## src/rtl/pc_gen_pkg.sv

```systemverilog
// Shared types for the fetch-stage program counter generator.
package pc_gen_pkg;

  typedef enum logic [1:0] {
    PC_SEQ    = 2'b00,
    PC_BRANCH = 2'b01,
    PC_JALR   = 2'b10,
    PC_RSVD   = 2'b11
  } pc_sel_e;

  typedef enum logic [1:0] {
    ST_BOOT = 2'b00,
    ST_RUN  = 2'b01,
    ST_HALT = 2'b10
  } pc_state_e;

endpackage

```

## src/rtl/pc_gen_unit_ras.sv

```systemverilog
// Circular return-address stack: push writes at ptr, pop reads below ptr.
// A push on a full stack silently overwrites the oldest entry.
module pc_ras #(
  parameter int unsigned WIDTH = 32,
  parameter int unsigned DEPTH = 4
) (
  input  logic             clk,
  input  logic             rst,
  input  logic             push_i,
  input  logic             pop_i,
  input  logic [WIDTH-1:0] push_data_i,
  output logic [WIDTH-1:0] top_o,
  output logic             empty_o
);
  import pc_gen_pkg::*;

  localparam int unsigned PTR_W = (DEPTH > 1) ? $clog2(DEPTH) : 1;
  localparam int unsigned CNT_W = $clog2(DEPTH + 1);

  logic [PTR_W-1:0] ptr_q, ptr_d, ptr_dec, ptr_inc;
  logic [CNT_W-1:0] cnt_q, cnt_d;
  logic [WIDTH-1:0] mem_q [DEPTH];

  assign ptr_dec = (ptr_q == '0) ? PTR_W'(DEPTH - 1) : ptr_q - PTR_W'(1);
  assign ptr_inc = (ptr_q == PTR_W'(DEPTH - 1)) ? '0 : ptr_q + PTR_W'(1);

  // Simultaneous pop+push replaces the top entry in place.
  always_comb begin
    ptr_d = ptr_q;
    cnt_d = cnt_q;
    if (pop_i && push_i) begin
      ptr_d = ptr_q;
    end else if (pop_i) begin
      ptr_d = ptr_dec;
      cnt_d = cnt_q - CNT_W'(1);
    end else if (push_i) begin
      ptr_d = ptr_inc;
      if (cnt_q != CNT_W'(DEPTH)) cnt_d = cnt_q + CNT_W'(1);
    end
  end

  always_ff @(posedge clk) begin
    if (rst) begin
      ptr_q <= '0;
      cnt_q <= '0;
    end else begin
      ptr_q <= ptr_d;
      cnt_q <= cnt_d;
    end
  end

  always_ff @(posedge clk) begin
    if (push_i) mem_q[pop_i ? ptr_dec : ptr_q] <= push_data_i;
  end

  assign top_o   = mem_q[ptr_dec];
  assign empty_o = (cnt_q == '0);

endmodule

```

## src/rtl/pc_gen_unit.sv

```systemverilog
// Fetch-stage next-PC generator: seq/branch/jalr/trap selection, halt/resume, misalign trap.
// Optional return-address stack enabled by defining PC_RAS_EN.
module pc_gen_unit
  import pc_gen_pkg::*;
#(
  parameter int unsigned      WIDTH        = 32,
  parameter logic [WIDTH-1:0] RESET_VECTOR = '0,
  parameter logic [WIDTH-1:0] TRAP_VECTOR  = WIDTH'(32'h100),
  parameter int unsigned      INSTR_BYTES  = 4,
  parameter int unsigned      RAS_DEPTH    = 4
) (
  input  logic             clk,
  input  logic             rst,
  input  logic             fetch_ready,
  output logic             pc_valid,
  output logic [WIDTH-1:0] pc,
  output logic [WIDTH-1:0] pc_plus,
  input  logic [1:0]       pc_sel,
  input  logic             redirect,
  input  logic [WIDTH-1:0] pc_base,
  input  logic [WIDTH-1:0] rs1,
  input  logic [WIDTH-1:0] ImmOp,
  input  logic             trap_i,
  input  logic             halt_i,
  input  logic             resume_i,
  input  logic             call_i,
  input  logic             ret_i,
  output logic             misalign_o
);

  localparam logic [WIDTH-1:0] STEP       = WIDTH'(INSTR_BYTES);
  localparam logic [WIDTH-1:0] ALIGN_MASK = WIDTH'(INSTR_BYTES - 1);

  pc_state_e        state_q, state_d;
  logic [WIDTH-1:0] pc_q, pc_d;
  logic             mis_q, mis_d;
  logic [WIDTH-1:0] target, jalr_sum, ras_top;
  logic             misaligned, advance, ras_pop;

  assign pc_plus  = pc_q + STEP;
  assign jalr_sum = rs1 + ImmOp;

  always_comb begin
    target = pc_plus;
    unique case (pc_sel_e'(pc_sel))
      PC_BRANCH: target = pc_base + ImmOp;
      PC_JALR:   target = {jalr_sum[WIDTH-1:1], 1'b0};
      PC_SEQ,
      PC_RSVD:   target = pc_plus;
    endcase
  end

  assign misaligned = |(target & ALIGN_MASK);

`ifdef PC_RAS_EN
  logic ras_empty;

  // A return only pops when nothing of higher priority redirects this cycle.
  assign ras_pop = ret_i && !trap_i && !redirect && !ras_empty;

  pc_ras #(
    .WIDTH (WIDTH),
    .DEPTH (RAS_DEPTH)
  ) u_ras (
    .clk         (clk),
    .rst         (rst),
    .push_i      (call_i),
    .pop_i       (ras_pop),
    .push_data_i (pc_plus),
    .top_o       (ras_top),
    .empty_o     (ras_empty)
  );
`else
  logic unused_ras;

  assign ras_pop    = 1'b0;
  assign ras_top    = '0;
  assign unused_ras = call_i ^ ret_i ^ (RAS_DEPTH == 0);
`endif

  always_ff @(posedge clk) begin
    if (rst) begin
      state_q <= ST_BOOT;
      pc_q    <= RESET_VECTOR;
      mis_q   <= 1'b0;
    end else begin
      state_q <= state_d;
      pc_q    <= pc_d;
      mis_q   <= mis_d;
    end
  end

  always_comb begin
    state_d = state_q;
    unique case (state_q)
      ST_BOOT: state_d = ST_RUN;
      ST_RUN:  if (halt_i && !trap_i && !redirect) state_d = ST_HALT;
      ST_HALT: if (trap_i || resume_i) state_d = ST_RUN;
      default: state_d = ST_BOOT;
    endcase
  end

  assign advance = (state_q == ST_RUN) && pc_valid && fetch_ready;

  always_comb begin
    pc_d  = pc_q;
    mis_d = 1'b0;
    if (trap_i) begin
      pc_d = TRAP_VECTOR;
    end else if (redirect) begin
      pc_d  = misaligned ? TRAP_VECTOR : target;
      mis_d = misaligned;
    end else if (ras_pop) begin
      pc_d = ras_top;
    end else if (halt_i) begin
      pc_d = pc_q;
    end else if (advance) begin
      pc_d = pc_plus;
    end
  end

  always_comb begin
    pc_valid   = (state_q == ST_RUN);
    pc         = pc_q;
    misalign_o = mis_q;
  end

endmodule

```

## config.mk

```make
export PLATFORM = sky130hd
export DESIGN_NAME = pc_gen_unit
export DESIGN_NICKNAME = d
export VERILOG_FILES = /design/src/rtl/pc_gen_pkg.sv /design/src/rtl/pc_gen_unit_ras.sv /design/src/rtl/pc_gen_unit.sv
export SDC_FILE = /design/constraint.sdc
export NUM_CORES = 1
export LEC_CHECK = 0
export ABC_AREA = 1
export CORE_ASPECT_RATIO = 1.1
export CORE_MARGIN = 2
export CORE_UTILIZATION = 28
export CTS_CLUSTER_DIAMETER = 30
export DETAILED_ROUTE_END_ITERATION = 7
export PLACE_DENSITY = 0.47
export SYNTH_ARGS = -nofsm -noshare
export SYNTH_HDL_FRONTEND = slang
export SYNTH_SLANG_ARGS = --single-unit
```

## constraint.sdc

```tcl
create_clock -name clk -period 2 [get_ports clk]
set_input_delay 0.2 -clock clk [delete_from_list [all_inputs] [get_ports clk]]
set_output_delay 0.2 -clock clk [all_outputs]
set_load 0.05 [all_outputs]
```

== Yosys cells after proc, flatten, opt, wreduce, memory -nomap -nowiden ==
Index checks and enable logic that the tools add are counted.
Cells by class
  reductions and logical operators: 17
  $add $sub $neg: 3
  mux-type cells: 9
  bitwise logic cells: 1
  eq/ne operators: 9
Operator list (number)
  $mux W32: 4
  $pmux W32 S3: 1
  $add A32 B32 Y32: 2
  $add A32 B3 Y32 const B: 1
  $mux W9: 1
  $eq A2 B2 Y1 const B: 3
  $pmux W2 S3: 1
  $reduce_and A2 Y1: 3
  $reduce_or A2 Y1: 3
  $eq A2 B1 Y1 const B: 2
  $logic_not A2 Y1: 2
  $mux W2: 2
  $ne A2 B2 Y1 const B: 2
  $logic_and A1 B1 Y1: 3
  $ne A3 B3 Y1 const B: 1
  $reduce_bool A3 Y1: 1
  $reduce_or A3 Y1: 1
  $logic_not A1 Y1: 2
  $ne A2 B1 Y1 const B: 1
  $reduce_bool A2 Y1: 1
  $logic_or A1 B1 Y1: 1
  $not A1 Y1: 1
Word-level totals
  bits in registers: 35
  word-level logic and storage cells: 43
  input bits: 107
  output and inout bits: 66

== Logic depth before layout (Yosys ltp) ==
  depth in word-level cells: 7
  mapped depth: 16
  mapped depth without buffers: 16

== Worst setup path after synthesis ==
No wires, ideal clock.
  kind: reg-to-reg
  from: register pc_q[2], in the netlist pc[2]
  to: register pc_q[8], in the netlist pc[8]
  path buffers: 0
  cell stages (with the launch flop): 11
  data arrival time: 2.689 ns
  setup time: 0.070 ns
  setup slack: -0.759 ns
  data required time: 1.930 ns
  clock period less this slack: 2.759 ns
  cells stage by stage: dfxtp_1 ha_1 nand3_2 nor2_4 xor2_1 nand2_1 a21oi_1 nor2_1 nand2_1 nand2_1 a21oi_1
On the way
  word-level cells in the longest chain between the ends: 5
  elaborated cells between the ends (all ways): 7
  classes of those cells: 1 x add/sub; 6 x mux
Ends and longest elaborated chain
  start, declared: line pc_gen_unit.sv:35  | logic [WIDTH-1:0] pc_q, pc_d;
  start signal, assigned: line pc_gen_unit.sv:88  | pc_q <= pc_d;
  $add A32 B3 Y32 *: line pc_gen_unit.sv:40  | assign pc_plus = pc_q + STEP;
  named net pc_plus[8]: line pc_gen_unit.sv:17  | output logic [WIDTH-1:0] pc_plus,
  $pmux W32 S3 / $mux W32 (equally long branches): line pc_gen_unit.sv:45, pc_gen_unit.sv:117
  $mux W32, on equally long branches: line pc_gen_unit.sv:111, pc_gen_unit.sv:115
  $mux W32 *: line pc_gen_unit.sv:110  | end else if (redirect) begin
  $mux W9 *: line pc_gen_unit.sv:108  | if (trap_i) begin
The timed path passes the listed nets; every way through them passes the cells marked *. The select of a mux whose other input is x is not followed.
A chain may end at the register's enable or synchronous reset.

== Worst setup path after layout ==
  from: register pc_q[7], in the netlist pc[7]
  to: output port pc_plus[27]
On the way
  word-level cells in the longest chain between the ends: 1
Ends and longest elaborated chain (line)
  $add A32 B3 Y32: pc_gen_unit.sv:40
  end, declared: pc_gen_unit.sv:17
Every way passes these cells.

==> flow_summary.ini <==
[status]
status = finished, violations left
violations = negative setup slack

[timing]
rsz0062_at_grt = true
fin_crit_sh_pct = 102
layout_setup_ws_ns = -0.0482
slew_viol_final = 0
fmax_mhz = 488
skew_ns = 0.00878
worst_pin_slew_ns = 0.509
layout_min_cycle_time_ns = 2.05
finalHoldViolCount = 0
setup_viol = 2
setup_tns_ns = -0.0563
max-slew-margin-rel_pct = 66.0

[yosys]
synth_edf_count = 0
synthesis.area_mm2 = 0.00758
yosysTopAreaCellShare_pct = 26.3
yosys-top-cells-count = nand2_1 (532), inv_1 (247), a21oi_1 (129)
yosysWarningCount = 0
ys_types = 40
synth.avg_cell_area_um2 = 5.16
yosysMostFrequentCell = nand2_1
synthCells = 1470
async_flop_share_pct = 0
synth_area_leaders = nand2_1 (26%), inv_1 (12%), ha_1 (11%), dfxtp_1 (9.2%), a21oi_1 (8.5%)
synth_ff_type = dfxtp_1
synth-seq-area-share_pct = 9.24
synth.net_count = 1643
ys_seq_elements = 35
synth.largest_area_cell = nand2_1

[global_route]
gr-total-overflow = 0
met3_usage_pct = 1.71
met1_usage_pct = 32.3
grt_busiest_layer = met2
grt_pass1_vias = 10400
grt_max_degree = 35
antenna_found_initial = 0
grtUsageMet2_pct = 44.9
grt_pass1_wl_mm = 55.4
globalRouteTotalUtil_pct = 25.0

[clock_network]
cts_tree = yes
cts.sinks = 35
path_clk_slew_ns = 0.06
cts_inserted_buffers = 5
insertion_delay_ns = 0.29
clock_path_buffers = 2
postCtsHoldBufs = 0
cts-htree-levels = 2
clock-root-buffer = clkbuf_16

[floorplan]
fp.coreArea_mm2 = 0.0268
dieHeight_um = 177
start_util_pct = 28.3
std_cell_rows = 63
io_pins = 173
dieArea_mm2 = 0.0284
die_x_um = 161

[setup_path]
cp_max_fo = 4
arrival_ns = 1.85
cp-start-kind = flip-flop
crit_required_ns = 1.80
path_class = reg -> out
end_kind = primary output

[placed_design]
numPortBuffers = 170
gp_congestion = 0.941
dp.cells = 2192
dp_hpwl_mm = 30.9
dpl_cell_area_mm2 = 0.0119

[routing]
drtIter0Drc = 498
via_count = 10600
firstDrtPassIters = 5
ant_nets = 0
drc = 0
vias_per_cell = 4.71
wl_per_cell_um = 16.5
drt-total-wl_mm = 37.1

[layout]
drive_gt1_share_pct = 37.8
n_fill_cell = 2738
post-route-util_pct = 54.0
antenna_cells = 0
design_area_mm2 = 0.0145
multi_input_area_mm2 = 0.00786
instances_no_fill = 2254
seq_area_um2 = 772
fin_nets = 2069
layout-area-overhead-vs-synth_pct = 90.8

[pwr]
power_density_mw_per_mm2 = 368
total_power_w = 0.00533
leakagePower_nw = 7.29
ir_worst_vdd_v = 0.000391

[flow_run]
max-cap-violations = 0

[min_path]
hp-class = reg -> reg
-- path summary, 6_finish.rpt --
path | from | end | slack [ns] | depth (start not counted)
worst max register to register | pc[7] | pc[27] | 0.05 | 13
worst min-delay path | pc[0] | pc[0] | 0.49 | 2
worst min register to register | pc[0] | pc[0] | 0.49 | 2
worst max-delay path | pc[7] | pc_plus[27] | -0.05 | 9
-- report_power, final --
part,switching (W),internal [W],leakage [nW]
Combinational,0.00197,0.00165,6.91
Clock,0.000347,0.000589,0.0818
Sequential,0.0000449,0.000721,0.302
-- cells by family (layout without fill, tap and decap cells) --
group                      after synthesis  after routing  synth area share (%)
DFF                                     35             35                  9.24
adders and majority gates               66             66                  11.1
buffers and inverters                  276            703                  14.1
and+or+nand+nor                        859            859                  47.6
AOI/OAI and AO/OA                      208            208                  14.4
xor gates and xnor gates                26             26                  3.60
-- final cells by class --
class | count | area share (%)
clock buffers | 5 | 0.865
clock inverters | 3 | 0.294
inverters | 248 | 6.47
multi-input cells | 1159 | 54.3
flip-flops and latches | 35 | 5.33
well taps | 357 | 3.09
repair buffers | 447 | 29.6
-- stage by stage --
step | hold slack [ns] | setup slack (ns)
4_1_cts | 0.489 | -0.0659
3_3_place_gp | 0.474 | -0.746
5_1_grt | 0.517 | -0.109
2_1_floorplan | 0.269 | 0.00428
6_report | 0.486 | -0.0482
3_5_place_dp | 0.476 | -0.753
-- cell usage in the layout (no fill, tap or decap), types with 6 or more instances in the layout --
master / Yosys / routed
a21oi_2: 0 / 36
nor2_1: 125 / 69
ha_1: 64 / 7
nand3_2: 2 / 35
inv_1: 247 / 234
nand4_1: 13 / 13
xor2_4: 0 / 9
dfxtp_1: 35 / 8
clkdlybuf4s50_1: 0 / 67
xor2_1: 12 / 6
nor2_4: 4 / 21
a21oi_1: 129 / 89
buf_6: 1 / 16
nor3_4: 0 / 9
clkbuf_16: 0 / 6
nand3b_1: 12 / 12
o21ai_0: 60 / 53
nor3_2: 4 / 10
dfxtp_2: 0 / 12
dlygate4sd2_1: 0 / 29
nand2_1: 532 / 423
nand3_1: 126 / 91
buf_4: 2 / 253
nand2_4: 1 / 20
buf_12: 0 / 36
nor2_2: 4 / 43
dfxtp_4: 0 / 15
inv_2: 1 / 12
dlymetal6s2s_1: 0 / 39
ha_4: 0 / 56
nand2_2: 1 / 91
-- metal layers --
layer / wire, µm / vias up
li1: - / 5502
met1: 16400 / 4813
met2: 18200 / 253
met3: 1550 / 43
met4: 979 / 0
met5: 0 / -
-- what timing repair did --
item,CTS,global route
gates cloned,0,1
setup endpoints to repair,50,53
pin swaps,46,95
resized for setup,254,249
endpoints found under the hold margin,0,0
buffers inserted,22,32
-- registers in the layout (all words and copies together), names as in the netlist --
name and count:
pc 32, misalign_o 1, state_q 2
-- critical path: stages, from the launching register on --
cell     delay, ns
dfxtp_4       0.37
nand2_4       0.06
nor3_4        0.19
buf_6         0.15
nand2_2       0.05
nor2_2        0.12
buf_6         0.14
nand2_4       0.06
xor2_4        0.23
buf_12        0.17
(Power assumes the default switching activity.)
